--- src/rtl/counter_arbiter_if.sv ---
// Bundles the requester-side handshake of the shared counter arbiter.
// No logic of its own; latency is whatever the arbiter adds (1 cycle, registered).
// No backpressure: requesters hold req for the whole window, the arbiter answers with gnt/done.
`timescale 1ns/1ps
interface counter_arbiter_if #(
    parameter int NUM_REQ = 4,
    parameter int CNT_W   = 4
);
    logic [NUM_REQ-1:0] req;
    logic [CNT_W-1:0]   term_val;
    logic [NUM_REQ-1:0] gnt;
    logic [CNT_W-1:0]   count;
    logic [NUM_REQ-1:0] done;
    logic               busy;

    // Requester side: drives the level requests and the terminal count
    modport master (
        output req,
        output term_val,
        input  gnt,
        input  count,
        input  done,
        input  busy
    );

    // Arbiter side
    modport slave (
        input  req,
        input  term_val,
        output gnt,
        output count,
        output done,
        output busy
    );
endinterface

--- src/rtl/counter_arbiter.sv ---
// Round-robin arbiter sharing one up-counter; the winner owns it for a 0..term_val window.
// Latency: grant appears 1 cycle after req is seen in IDLE; all outputs registered.
// Backpressure: dropping the owner's req aborts the window; other requesters wait their turn.
`timescale 1ns/1ps
module counter_arbiter #(
    parameter int NUM_REQ = 4,
    parameter int CNT_W   = 4
) (
    input  logic              clk,
    input  logic              rst,
    counter_arbiter_if.slave  bus
);
    localparam int PTR_W = (NUM_REQ > 1) ? $clog2(NUM_REQ) : 1;

    typedef enum logic [1:0] {
        IDLE = 2'd0,
        RUN  = 2'd1,
        DONE = 2'd2
    } state_t;

    state_t             state, state_nxt;
    logic [PTR_W-1:0]   ptr, ptr_nxt;
    logic [PTR_W-1:0]   owner, owner_nxt;
    logic [CNT_W-1:0]   term_lat, term_lat_nxt;
    logic [CNT_W-1:0]   count, count_nxt;
    logic [NUM_REQ-1:0] gnt, gnt_nxt;
    logic [NUM_REQ-1:0] done, done_nxt;
    logic               busy, busy_nxt;

    logic [PTR_W-1:0]   cand;
    logic [PTR_W-1:0]   pick;
    logic               pick_vld;

    // Search requesters starting just after the last served one, wrapping around
    always_comb begin
        pick     = '0;
        pick_vld = 1'b0;
        cand     = '0;
        for (int k = 1; k <= NUM_REQ; k++) begin
            cand = PTR_W'((int'(ptr) + k) % NUM_REQ);
            if (!pick_vld && bus.req[cand]) begin
                pick_vld = 1'b1;
                pick     = cand;
            end
        end
    end

    // Next-state and next-output logic; abort takes precedence over completion
    always_comb begin
        state_nxt    = state;
        ptr_nxt      = ptr;
        owner_nxt    = owner;
        term_lat_nxt = term_lat;
        count_nxt    = '0;
        gnt_nxt      = '0;
        done_nxt     = '0;
        unique case (state)
            IDLE: begin
                if (pick_vld) begin
                    state_nxt    = RUN;
                    owner_nxt    = pick;
                    term_lat_nxt = bus.term_val;
                    gnt_nxt      = NUM_REQ'(1) << pick;
                end
            end
            RUN: begin
                if (!bus.req[owner]) begin
                    state_nxt = IDLE;
                    ptr_nxt   = owner;
                end else if (count == term_lat) begin
                    state_nxt = DONE;
                    done_nxt  = NUM_REQ'(1) << owner;
                    ptr_nxt   = owner;
                end else begin
                    count_nxt = count + CNT_W'(1);
                    gnt_nxt   = gnt;
                end
            end
            DONE: begin
                state_nxt = IDLE;
            end
            default: begin
                state_nxt = IDLE;
            end
        endcase
        busy_nxt = (state_nxt != IDLE);
    end

    // State and registered outputs; reset is honoured immediately, even mid-window
    always_ff @(posedge clk or negedge rst) begin
        if (!rst) begin
            state    <= IDLE;
            ptr      <= PTR_W'(NUM_REQ - 1);
            owner    <= '0;
            term_lat <= '0;
            count    <= '0;
            gnt      <= '0;
            done     <= '0;
            busy     <= 1'b0;
        end else begin
            state    <= state_nxt;
            ptr      <= ptr_nxt;
            owner    <= owner_nxt;
            term_lat <= term_lat_nxt;
            count    <= count_nxt;
            gnt      <= gnt_nxt;
            done     <= done_nxt;
            busy     <= busy_nxt;
        end
    end

    assign bus.gnt   = gnt;
    assign bus.count = count;
    assign bus.done  = done;
    assign bus.busy  = busy;

endmodule
--- src/flat_wrapper.sv ---
// flat-port wrapper written by rule: the top's interface ports become plain ports
module counter_arbiter_flat 
#(
    parameter int NUM_REQ = 4,
    parameter int CNT_W   = 4
)
  (clk, rst, bus_req, bus_term_val, bus_gnt, bus_count, bus_done, bus_busy);
  counter_arbiter_if #(.NUM_REQ(NUM_REQ), .CNT_W(CNT_W)) bus_i ();
  input  logic clk;
  input  logic rst;
  input wire logic [$bits(bus_i.req)-1:0] bus_req;
  input wire logic [$bits(bus_i.term_val)-1:0] bus_term_val;
  output wire logic [$bits(bus_i.gnt)-1:0] bus_gnt;
  output wire logic [$bits(bus_i.count)-1:0] bus_count;
  output wire logic [$bits(bus_i.done)-1:0] bus_done;
  output wire logic [$bits(bus_i.busy)-1:0] bus_busy;
  assign bus_i.req = bus_req;
  assign bus_i.term_val = bus_term_val;
  assign bus_gnt = bus_i.gnt;
  assign bus_count = bus_i.count;
  assign bus_done = bus_i.done;
  assign bus_busy = bus_i.busy;
  counter_arbiter #(.NUM_REQ(NUM_REQ), .CNT_W(CNT_W)) u_core (.clk(clk), .rst(rst), .bus(bus_i));
endmodule
--- config.mk ---
export PLATFORM = sky130hd
export DESIGN_NAME = counter_arbiter_flat
export DESIGN_NICKNAME = d
export VERILOG_FILES = /design/src/rtl/counter_arbiter_if.sv /design/src/rtl/counter_arbiter.sv /design/src/flat_wrapper.sv
export SDC_FILE = /design/constraint.sdc
export NUM_CORES = 1
export LEC_CHECK = 0
export CORE_MARGIN = 5
export CORE_UTILIZATION = 43
export CTS_CLUSTER_DIAMETER = 40
export DETAILED_ROUTE_END_ITERATION = 8
export PLACE_DENSITY = 0.73
export SLEW_MARGIN = 0
export SYNTH_ARGS = -nofsm -noshare
export SYNTH_HDL_FRONTEND = slang
export SYNTH_SLANG_ARGS = --single-unit
export TNS_END_PERCENT = 5
--- constraint.sdc ---
create_clock -name clk -period 1.58 [get_ports clk]
set_input_delay 0.237 -clock clk [delete_from_list [all_inputs] [get_ports clk]]
set_output_delay 0.237 -clock clk [all_outputs]
set_load 0.01 [all_outputs]
==> run metrics <==
Synth area leader dfrtp_1; initial antenna violation count 0; cts hold-fix bufs 0; PortBufs 22; maximum vdd drop between 0.001 and 0.0015 V; Mapped Nets approximately 110; Routed wire per std cell 13.6 um; FILL cells approximately 180; minimum clock period roughly 1.6 ns; post-synthesis register bit count 23; 1st-pass router iterations 3; Core Region approximately 2200 um^2; Synth Flop Type dfrtp_1; instance area after placement 1390 um^2; Clk pwr share between 10% and 20%; fraction of registers with async set/reset between 90% and 100%; Final ANT Viol Nets 0; final period utilization 101%; commonest non-fill, non-tap cell in the layout dfrtp_1; Post-synth EDFFs 0; dpl hpwl around 1.8 mm; Pwr Total between 2 and 2.5 mW; endpoints failing setup 2; first-pass GRT wire length approximately 4 mm; largest net degree at the start of global routing 24; Worst setup EP type register; largest cells by area after synthesis dfrtp_1 (52%), nand2_1 (5.5%), dfstp_2 (5.2%); worst-path maximum fanout 2; die extent in x slightly below 60 um; fmax 0.625 GHz; most frequent cells in the layout dfrtp_1 (21), clkdlybuf4s50_1 (18), buf_4 (16); Combinational Power Share between 40% and 50%; Worst Setup Path Type register to register; initial core utilization a little under half; nets@finish 150; Root Buffer clkbuf_4; CTS tree done; Syn Area/Cell between 10 and 15 um^2; Seq/Total Area, Yosys a little under three fifths; actual slew at the worst max-slew pin ~0.27 ns; data required time at the worst endpoint 1.82 ns; share of the synthesized area in the top cell type slightly above 50%; worst skew pair latency 0.30 ns; Mapped Area around 1000 um^2; CTS clk-pin slew, worst paths ~0.11 ns; initial drt markers 6; RSZ-0062 raised after global routing true; Max clock buf depth 2; # rows 17; Post-CTS Repair Setup Buffers 0; clock sinks 23; failing checks setup timing; DRC 0; Clock Skews 0.00194 ns; synth warn 0; area grow syn2layout 40.3%; vias per cell 4.90; Hold/Removal Path Class primary input to asynchronous set/reset pin; Int Pwr 1.53 mW; Final GP Congestion 0.722; Die H 58.7 um; Distinct cells, synth 31; number of global-route vias before repair roughly 910; Mapped Cells 97; final wirelength 2.26 mm; boundary pin count 23; antenna cells 0; switch share a little over a third; Worst setup SP type register; Lkg Pwr about 0.74 nW; # Max-Cap Violations 0; Final Hold Fails 0; Num CTS Buffers 3; power per standard cell area about 1700 nW/um^2; status finished with violations; Via Count about 810; part of the power in registers between 40% and 50%; setup ws final -0.0195 ns; Slew Viols, Final 0; Place WS -0.277 ns; Die Area 3440 um^2; Psw 0.840 mW; post-route cell area between 1000 and 1500 um^2; setup tns final -0.0367 ns; H-tree depth 1; total global-route track usage between 15 and 20%; WP data arrival 1.84 ns; Final Core Density a little under two thirds; ratio of cells with drive above 1 in the final layout between 10% and 20%; grt ovf 0; Worst slew margin about four fifths
## through the flow
step	cells	hold slack (ns)
after floorplan	97	-0.0586
after global placement	162	0.479
after detailed placement	162	0.482
after CTS	166	0.271
after global routing	166	0.289
final	166	0.275
## critical path, stage by stage, from the launching register on
cell and delay, ns:
dfrtp_1 0.39, mux4_2 0.52, a211o_1 0.31, mux2_1 0.33
## cells in the mapped netlist, types with 3 or more instances
library cell  number
nand2_1           15
nor2_1             7
inv_1              9
o22ai_1            3
dfrtp_1           21
a211o_1            3
nor3_1             3
xnor2_1            5
## what timing repair did
item,in CTS,in global routing
setup endpoints to repair,3,18
gates resized for setup,1,4
pin swaps,0,2
## registers in the layout (all words and copies together), names as in the netlist
name              cells
u_core.state          2
u_core.bus.done       4
u_core.bus.gnt        4
u_core.bus.count      4
u_core.bus.busy       1
u_core.ptr            2
u_core.owner          2
u_core.term_lat       4
## final timing paths
path	from	to	slack (ns)	cells after the start
max in group asynchronous	rst	u_core.ptr[1]	1.03	2
max reg2reg	u_core.owner[0]	u_core.ptr[0]	-0.02	3
max	u_core.owner[0]	u_core.ptr[0]	-0.02	3
min in group clk	bus_term_val[3]	u_core.term_lat[3]	0.46	3
min	rst	u_core.bus.done[3]	0.28	2
min reg2reg	u_core.term_lat[2]	u_core.term_lat[2]	0.51	2
## power groups by stage
stage	Sequential [mW]	Combinational, mW	Clock (mW)
6_report	0.985	1.13	0.253
5_1_grt	1.02	1.25	0.295
4_1_cts	0.990	1.13	0.269
3_5_place_dp	0.998	1.13	0
3_3_place_gp	0.983	1.09	0
2_1_floorplan	1.01	0.558	0
## metal layers
layer | global-route usage, % | vias up | wire length, um
li1 | - | 407 | -
met1 | 18.1 | 383 | 943
met2 | 26.6 | 18 | 1180
met3 | 4.61 | 5 | 93
met4 | 6.47 | 0 | 40
met5 | 0 | - | 0
## area by class of cell
cell class                      instances  area (um^2)  area share, %
Clock buffer                            4         26.3           1.84
Inverter                               10         37.5           2.63
Multi-Input combinational cell         62          394           27.6
Sequential cell                        23          578           40.5
Tap cell                               28         35.0           2.45
Timing Repair Buffer                   39          358           25.0
## cells by family after synthesis
| group | after synthesis | share of synthesized area, % |
|---|---|---|
| buf+inv | 12 | 4.54 |
| simple gates | 37 | 17.3 |
| compound gates | 14 | 9.58 |
| fa+ha+maj | 1 | 1.23 |
| xor+xnor | 6 | 5.16 |
| flops | 23 | 56.8 |
| mux | 4 | 5.41 |
(Power assumes the default switching activity.)
